$ cat src/rtl/aui_test_sequencer.sv
// Run-control FSM for the AUI generator/checker loopback: datapath reset, sync wait, error-counting window, verdict.
// Latency: every output is registered and follows the deciding edge by one cycle. No backpressure; i_start is a pulse, i_abort wins.
module aui_test_sequencer #(
  parameter int NUMBER_LANES  = 16,
  parameter int DP_RST_CYCLES = 8,
  parameter int SYNC_STABLE   = 32,
  parameter int SYNC_TIMEOUT  = 4096,
  parameter int RUN_CYCLES    = 65536,
  parameter int ERR_WIDTH     = 32
) (
  input  logic                    clk,
  input  logic                    rst,
  input  logic                    i_start,
  input  logic                    i_abort,
  input  logic [NUMBER_LANES-1:0] i_sync_lane,
  input  logic [NUMBER_LANES-1:0] i_lane_err,
  output logic                    o_dp_rst,
  output logic                    o_gen_en,
  output logic                    o_chk_en,
  output logic [2:0]              o_state,
  output logic                    o_done,
  output logic [1:0]              o_fail_code,
  output logic [ERR_WIDTH-1:0]    o_err_total,
  output logic [NUMBER_LANES-1:0] o_lane_mask
);

  typedef enum logic [2:0] {
    S_IDLE      = 3'd0,
    S_DP_RESET  = 3'd1,
    S_WAIT_SYNC = 3'd2,
    S_RUN       = 3'd3,
    S_PASS      = 3'd4,
    S_FAIL      = 3'd5
  } state_t;

  localparam int DPW  = $clog2(DP_RST_CYCLES + 1);
  localparam int STW  = $clog2(SYNC_STABLE + 1);
  localparam int TOW  = $clog2(SYNC_TIMEOUT + 1);
  localparam int RNW  = $clog2(RUN_CYCLES + 1);
  localparam int POPW = $clog2(NUMBER_LANES + 1);
  localparam int SUMW = ERR_WIDTH + POPW;

  state_t            state;
  logic [DPW-1:0]    dp_cnt;
  logic [STW-1:0]    stable_cnt;
  logic [TOW-1:0]    timeout_cnt;
  logic [RNW-1:0]    run_cnt;

  logic              all_sync;
  logic [STW-1:0]    stable_inc;
  logic [TOW-1:0]    timeout_inc;
  logic [RNW-1:0]    run_inc;
  logic [POPW-1:0]   err_pop;
  logic [SUMW-1:0]   err_sum;
  logic [ERR_WIDTH-1:0] err_sat;

  assign o_state = state;

  always_comb begin
    all_sync    = &i_sync_lane;
    stable_inc  = stable_cnt + STW'(1);
    timeout_inc = timeout_cnt + TOW'(1);
    run_inc     = run_cnt + RNW'(1);
    err_pop     = '0;
    for (int i = 0; i < NUMBER_LANES; i++) begin
      err_pop = err_pop + POPW'(i_lane_err[i]);
    end
    // Sum is one popcount wider than the accumulator so overflow is visible before clamping.
    err_sum = SUMW'(o_err_total) + SUMW'(err_pop);
    err_sat = (err_sum > SUMW'({ERR_WIDTH{1'b1}})) ? {ERR_WIDTH{1'b1}} : err_sum[ERR_WIDTH-1:0];
  end

  always_ff @(posedge clk) begin
    if (rst || i_abort) begin
      state       <= S_IDLE;
      dp_cnt      <= '0;
      stable_cnt  <= '0;
      timeout_cnt <= '0;
      run_cnt     <= '0;
      o_dp_rst    <= 1'b1;
      o_gen_en    <= 1'b0;
      o_chk_en    <= 1'b0;
      o_done      <= 1'b0;
      o_fail_code <= '0;
      o_err_total <= '0;
      o_lane_mask <= '0;
    end else begin
      case (state)
        S_IDLE, S_PASS, S_FAIL: begin
          if (i_start) begin
            state       <= S_DP_RESET;
            dp_cnt      <= '0;
            o_dp_rst    <= 1'b1;
            o_gen_en    <= 1'b0;
            o_chk_en    <= 1'b0;
            o_done      <= 1'b0;
            o_fail_code <= '0;
            o_err_total <= '0;
            o_lane_mask <= '0;
          end
        end

        S_DP_RESET: begin
          if (dp_cnt == DPW'(DP_RST_CYCLES - 1)) begin
            state       <= S_WAIT_SYNC;
            stable_cnt  <= '0;
            timeout_cnt <= '0;
            o_dp_rst    <= 1'b0;
            o_gen_en    <= 1'b1;
            o_chk_en    <= 1'b1;
          end else begin
            dp_cnt <= dp_cnt + DPW'(1);
          end
        end

        S_WAIT_SYNC: begin
          stable_cnt  <= all_sync ? stable_inc : '0;
          timeout_cnt <= timeout_inc;
          // Reaching stability on the timeout cycle still counts as a good link.
          if (all_sync && stable_inc == STW'(SYNC_STABLE)) begin
            state   <= S_RUN;
            run_cnt <= '0;
          end else if (timeout_inc == TOW'(SYNC_TIMEOUT)) begin
            state       <= S_FAIL;
            o_gen_en    <= 1'b0;
            o_chk_en    <= 1'b0;
            o_done      <= 1'b1;
            o_fail_code <= 2'd1;
            o_lane_mask <= ~i_sync_lane;
          end
        end

        S_RUN: begin
          run_cnt     <= run_inc;
          o_err_total <= err_sat;
          if (!all_sync) begin
            state       <= S_FAIL;
            o_gen_en    <= 1'b0;
            o_chk_en    <= 1'b0;
            o_done      <= 1'b1;
            o_fail_code <= 2'd2;
            o_lane_mask <= ~i_sync_lane;
          end else begin
            o_lane_mask <= o_lane_mask | i_lane_err;
            if (run_inc == RNW'(RUN_CYCLES)) begin
              state    <= (err_sat == '0) ? S_PASS : S_FAIL;
              o_gen_en <= 1'b0;
              o_chk_en <= 1'b0;
              o_done   <= 1'b1;
              if (err_sat != '0) o_fail_code <= 2'd3;
            end
          end
        end

        default: begin
          state    <= S_IDLE;
          o_dp_rst <= 1'b1;
          o_gen_en <= 1'b0;
          o_chk_en <= 1'b0;
          o_done   <= 1'b0;
        end
      endcase
    end
  end

endmodule
$ cat config.mk
export PLATFORM = sky130hd
export DESIGN_NAME = aui_test_sequencer
export DESIGN_NICKNAME = d
export VERILOG_FILES = /design/src/rtl/aui_test_sequencer.sv
export SDC_FILE = /design/constraint.sdc
export NUM_CORES = 1
export LEC_CHECK = 0
export BUFFER_PORTS_ARGS = -buffer_cell sky130_fd_sc_hd__buf_2
export CAP_MARGIN = 10
export CORE_MARGIN = 4
export CORE_UTILIZATION = 64
export CTS_BUF_LIST = sky130_fd_sc_hd__clkbuf_8
export CTS_CLUSTER_SIZE = 24
export DETAILED_ROUTE_END_ITERATION = 10
export GPL_TIMING_DRIVEN = 0
export PLACE_DENSITY_LB_ADDON = 0.08
export RECOVER_POWER = 25
export SYNTH_ARGS = -nofsm -noshare
export SYNTH_HDL_FRONTEND = slang
export SYNTH_SLANG_ARGS = --single-unit
export TNS_END_PERCENT = 50
$ cat constraint.sdc
create_clock -name clk -period 15 [get_ports clk]
set_clock_uncertainty 0.2 [all_clocks]
set_input_delay 3.75 -clock clk [delete_from_list [all_inputs] [get_ports clk]]
set_output_delay 3.75 -clock clk [all_outputs]
set_load 0.02 [all_outputs]
==> results of run 1 <==
## layout by cell type, fill, tap and decap left out, types with 9 or more instances in the layout
cell type,count
a21oi_1,55
a22oi_1,15
a31oi_1,19
and2_1,9
and3_1,19
buf_2,73
clkbuf_1,62
clkbuf_8,11
dfxtp_1,96
fa_1,12
ha_1,13
inv_1,33
nand2_1,73
nand3_1,38
nand4_1,16
nor2_1,132
nor3_1,39
nor4_1,23
o21ai_0,67
o221a_2,16
xnor2_1,15
## worst register-to-register path: cells and delay by family (launching register included)
kind                       cells  cell delay [ns]
adders and majority gates      5             2.12
and+or+nand+nor                4             1.13
AOI/OAI and AO/OA              3             1.01
DFF                            1             0.37
muxes                          1             0.22
buffers and inverters          2             0.10
## layout make-up
| cell class | count | area (µm²) |
|---|---|---|
| clock buffer | 9 | 124 |
| clock inverter | 7 | 55.1 |
| sequential | 96 | 1920 |
| inverter | 33 | 124 |
| buffer | 54 | 267 |
| tap | 133 | 166 |
| timing repair buffer | 92 | 433 |
| multi-input combinational | 672 | 4100 |
| fill | 802 | 2580 |
## sequential cells by signal, summed over array words and instances (netlist names)
register and count:
o_err_total 32, run_cnt 17, o_lane_mask 16, timeout_cnt 13
stable_cnt 6, dp_cnt 4, o_state 3, o_fail_code 2
o_chk_en 1, o_done 1, o_dp_rst 1
## metrics by stage
| step | power (W) | area (µm²) | utilization [%] |
|---|---|---|---|
| 2_1_floorplan | 0.000332 | 6420 | - |
| 3_3_place_gp | 0.000357 | 7040 | 72.1 |
| 3_5_place_dp | 0.000361 | 7040 | 72.1 |
| 4_1_cts | 0.000522 | 7220 | 73.9 |
| 5_1_grt | 0.000544 | 7190 | 73.6 |
| 6_report | 0.000523 | 7190 | 73.6 |
## worst paths after layout
kind                   from              to  depth (start not counted)
max reg2reg  o_err_total[0]  o_fail_code[1]                         15
min                  o_done          o_done                          2
min reg2reg          o_done          o_done                          2
max           i_lane_err[0]  o_fail_code[1]                         17
## routing by layer
metal,up-vias,GRT usage [%],wire [µm]
met1,3396,44.7,8340
met3,94,5.85,2220
met2,502,59.7,9530
met4,0,19.8,1010
met5,-,0,0
li1,3311,-,-
## cells by family after synthesis
group           count (synthesis)  synth area share (%)
buf+inv                        87                  6.12
mux                             9                  1.42
fa+ha+maj                      25                  6.28
xor+xnor                       20                  2.73
simple gates                  396                  30.7
compound gates                222                  22.8
flops                          96                  29.9
## report_power, final
| part | internal [W] | total (W) | switching (W) | leakage, nW |
|---|---|---|---|---|
| clock network | 0.0000621 | 0.000163 | 0.000101 | 0.0915 |
| registers | 0.000256 | 0.000258 | 0.00000133 | 0.774 |
| logic | 0.0000392 | 0.000102 | 0.0000631 | 1.79 |
==> results.toml, run 1 <==
[global_routing]
grtUsageTotal_pct = 36.0
grt_pass1_wl_mm = 33.4
grt.overflow.total = 0
grt_max_degree = 18
first_global_vias = 6921
antenna_found_initial = 0

[power_and_ir_drop]
irDropWorstVdd_uv = 42.0
p_leak_nw = 2.66
powerDensity_nw_per_um2 = 72.7

[floorplanning]
die_x_um = 108
fp.dieArea_um2 = 11700
placementRows = 36
die_height_um = 108
core_area_um2 = 9770
initial_core_util_pct = 65.7
ioPinCount = 93

[critical_path]
critical_path_class = "in2reg"
crit_chain = "buf_2 -> fa_1 -> fa_1 -> fa_1 -> inv_1 -> fa_1 -> fa_1 -> inv_1 -> fa_1 -> a21o_1 -> a22oi_1 -> nor4_1 -> mux2i_1 -> nand4_1 -> or4_1 -> nor4_2 -> a31oi_1"
critical_path.most_common_cell = "fa_1"
r2r_setup_slack_ns = 9.72
cp-start-kind = "input port"
slowest_delay_ns = 0.63
crit_arrival_ns = 9.02
end_kind = "flop"
cp.required_ns = 15.07
critPathBufInv = 3
slowest_stage = "a22oi_1"
crit_fanout = 4
crit_family = "adder cells"

[drt]
dr.first_iter.drc_count = 842
remaining_drc_errors = 0
firstDrtPassIters = 6
detail-route-antenna-nets = 0
vias = 7303
drt_wl_total_mm = 21.1
vias_per_cell = 6.66
wl_per_cell_um = 19.3

[place]
place_ws_ns = 5.67
gp_congestion = 1.03
post-place-cells = 1080
dp_hpwl_mm = 15.4
io_buffers = 92

[logic_synthesis]
synth_edf_count = 0
synth-seq-cells = 96
seq_area_frac_synth_pct = 29.9
yosys_warnings = 0
synth.area.top_cells = "dfxtp_1 (30%), nor2_1 (7.7%), o21ai_0 (5.2%), a21oi_1 (4.3%), nand2_1 (4.3%)"
syn_nets = 916
synth_area_per_cell_um2 = 7.51
synth_cell_types = 70
yosysTopAreaCellShare_pct = 29.9
synth_ff_type = "dfxtp_1"
syn_inst = 855
synthArstFlopShare_pct = 0
yosys.area.top_type = "dfxtp_1"
synth_area_um2 = 6420
yosysMostFrequentCell = "nor2_1"
synth_common_cells = "nor2_1 (132), dfxtp_1 (96), nand2_1 (73)"

[timing]
finalSetupViolations = 0
maxSlewHeadroom_pct = 15.8
fmax_ghz = 0.112
rsz0062_at_grt = "false"
fin_crit_ns = 8.96
hold_viol = 0
fin_ws_ns = 6.04
period_share_pct = 59.7
tns_ns = 0
worst_hold_slack_ns = 0.285
worst_pin_slew_ns = 1.25
drv_slew = 0

[cts]
ctsHtreeMaxLevel = 3
root_buffer = "clkbuf_8"
cts_buffer_depth = 2
clk_pin_slew_ns = 0.10
post_cts_buffers = 0
cts_num_sinks = 96
cts_made_buffers = 9
cts_tree = "done"
ctsResizeCount = 0
hold_buffers = 0
worstSkewPairLatency_ns = 0.39

[hold_path]
hold_class = "reg2reg"

[status]
run_status = "finished, final reports clean"

[layout]
drive_above_1_share_pct = 13.9
diodes = 0
final_nets = 1019
finalNonFillerCells = 1096
area_growth_pct = 12.1

[run]
maxCapViolations = 0
Power figures use the tool's default switching activity.
==> inputs of run 2 (changes only) <==
- CORE_UTILIZATION: 64 -> 54
- clock period: 15 -> 8.21 ns (I/O delays scaled with it)
==> run 2 against run 1 <==
Against the previous run:
- power rose by 98%
- worst hold slack better by 0.028 ns
- wire length shrank 2.0%
- clock power up 140%
- cell area increased by 1.1%
- via count fell by 4.0%
- highest routed layer unchanged
==> results.toml, run 2 (synthesized netlist as in run 1, its figures left out) <==
[timing]
finalSetupViolations = 0
fin_crit_ns = 7.24
worst_hold_slack_ns = 0.312
rsz0062_at_grt = "false"
fmax_ghz = 0.138
maxSlewHeadroom_pct = 15.9
tns_ns = 0
hold_viol = 0
drv_slew = 0
worst_pin_slew_ns = 1.25
period_share_pct = 88.2

[layout]
area_growth_pct = 13.3
final_util_pct = 63.1
drive_above_1_share_pct = 14.1
largest_reg_flops = 32
layout_common_cells = "nor2_1 (132), dfxtp_1 (96), buf_2 (75), nand2_1 (73), o21ai_0 (67)"
nFillCells = 1076
finalNonFillerCells = 1106
reg_top3 = "o_err_total (32), run_cnt (17), o_lane_mask (16)"
diodes = 0
regMostFlops = "o_err_total"
final_common_cell = "nor2_1"
final_nets = 1019

[power_and_ir_drop]
p_seq_share_pct = 45.5
power_switching_w = 0.000293
pwr-share-comb_pct = 17.3
internal-power_w = 0.000741
p_leak_nw = 2.70
clockPowerShare_pct = 37.2
powerDensity_nw_per_um2 = 142
irDropWorstVdd_uv = 88.5
swShare_pct = 28.4

[cts]
post_cts_buffers = 0
root_buffer = "clkbuf_8"
worstSkewPairLatency_ns = 0.38
ctsHtreeMaxLevel = 3
cts_tree = "done"
ctsResizeCount = 0
hold_buffers = 0
cts_num_sinks = 96
cts_made_buffers = 9
clk_pin_slew_ns = 0.10
cts_buffer_depth = 2

[floorplanning]
die_x_um = 117
fp.dieArea_um2 = 13700
initial_core_util_pct = 55.7
die_height_um = 117
ioPinCount = 93
core_area_um2 = 11500
placementRows = 39

[drt]
wl_per_cell_um = 18.7
firstDrtPassIters = 6
vias = 7012
remaining_drc_errors = 0
detail-route-antenna-nets = 0
vias_per_cell = 6.34
dr.first_iter.drc_count = 733
drt_wl_total_mm = 20.7

[place]
post-place-cells = 1090
gp_congestion = 0.941
dp_hpwl_mm = 15.3
io_buffers = 92

[status]
run_status = "finished, final reports clean"

[global_routing]
first_global_vias = 6424
grt_max_degree = 17
grt.overflow.total = 0
antenna_found_initial = 0
grt_pass1_wl_mm = 32.3
grtUsageTotal_pct = 30.0

[run]
maxCapViolations = 0

[hold_path]
holdPathStages = 1
hold_class = "reg2reg"
hold_end = "run_cnt[15]"
hold_start = "run_cnt[15]"

[critical_path]
r2r_cells = 15
slowest_delay_ns = 0.56
critPathBufInv = 3
timing.rr.start = "o_err_total[0]"
crit_chain = "buf_2 -> fa_1 -> fa_1 -> fa_1 -> inv_1 -> fa_1 -> fa_1 -> inv_1 -> fa_1 -> a21o_1 -> a22o_1 -> nand2_1 -> o21ai_0 -> o311ai_0 -> or4_1 -> nor4_2 -> a31oi_1"
end_kind = "flop"
crit_fanout = 10
slowest_stage = "fa_1"
r2r_end = "o_fail_code[1]"
crit_family = "adder cells"
r2r_setup_slack_ns = 2.88
cp-start-kind = "input port"
crit_cells = 17
crit_arrival_ns = 7.30
cp.required_ns = 8.27
critical_path.most_common_cell = "fa_1"
critical_path_class = "in2reg"
==> run 2: cell type report <==
class / count / area [µm²] / area share [%]
multi-input combinational: 672 / 4100 / 56.4
sequential: 96 / 1920 / 26.4
timing repair buffer: 92 / 435 / 5.99
buffer: 54 / 267 / 3.67
tap: 143 / 179 / 2.46
clock buffer: 9 / 124 / 1.70
inverter: 33 / 124 / 1.70
clock inverter: 7 / 118 / 1.62
==> run 2: stage by stage <==
step                power, W  cell area [µm²]  setup WS [ns]
floorplan           0.000606             6420           1.43
global placement    0.000655             7060          0.660
detailed placement  0.000657             7060          0.655
CTS                  0.00104             7300           1.05
global route         0.00108             7270          0.755
finish               0.00103             7270          0.966
==> run 2: how the worst max path moves through the flow <==
stage | startpoint | endpoint | slack, ns
after floorplan | i_lane_err[0] | o_fail_code[1] | 1.43
after global placement | i_lane_err[5] | o_fail_code[1] | 0.66
after detailed placement | i_lane_err[0] | o_fail_code[1] | 0.65
after CTS | i_lane_err[0] | o_fail_code[1] | 1.05
after global routing | i_lane_err[5] | o_fail_code[0] | 0.76
final | i_lane_err[0] | o_fail_code[1] | 0.97
==> run 2: power by group through the flow <==
stage	registers [W]	logic, W	clock network (W)
global placement	0.000481	0.000174	0
global route	0.000471	0.000200	0.000407
CTS	0.000471	0.000177	0.000387
finish	0.000471	0.000179	0.000385
floorplan	0.000485	0.000121	0
detailed placement	0.000482	0.000175	0
==> run 2: routing by layer <==
layer / track usage, % / routed length, µm / vias to the layer above
met1: 40.4 / 8960 / 3286
met5: 0 / 0 / -
met4: 14.5 / 741 / 0
met2: 47.3 / 9610 / 328
li1: - / - / 3335
met3: 4.42 / 1370 / 63
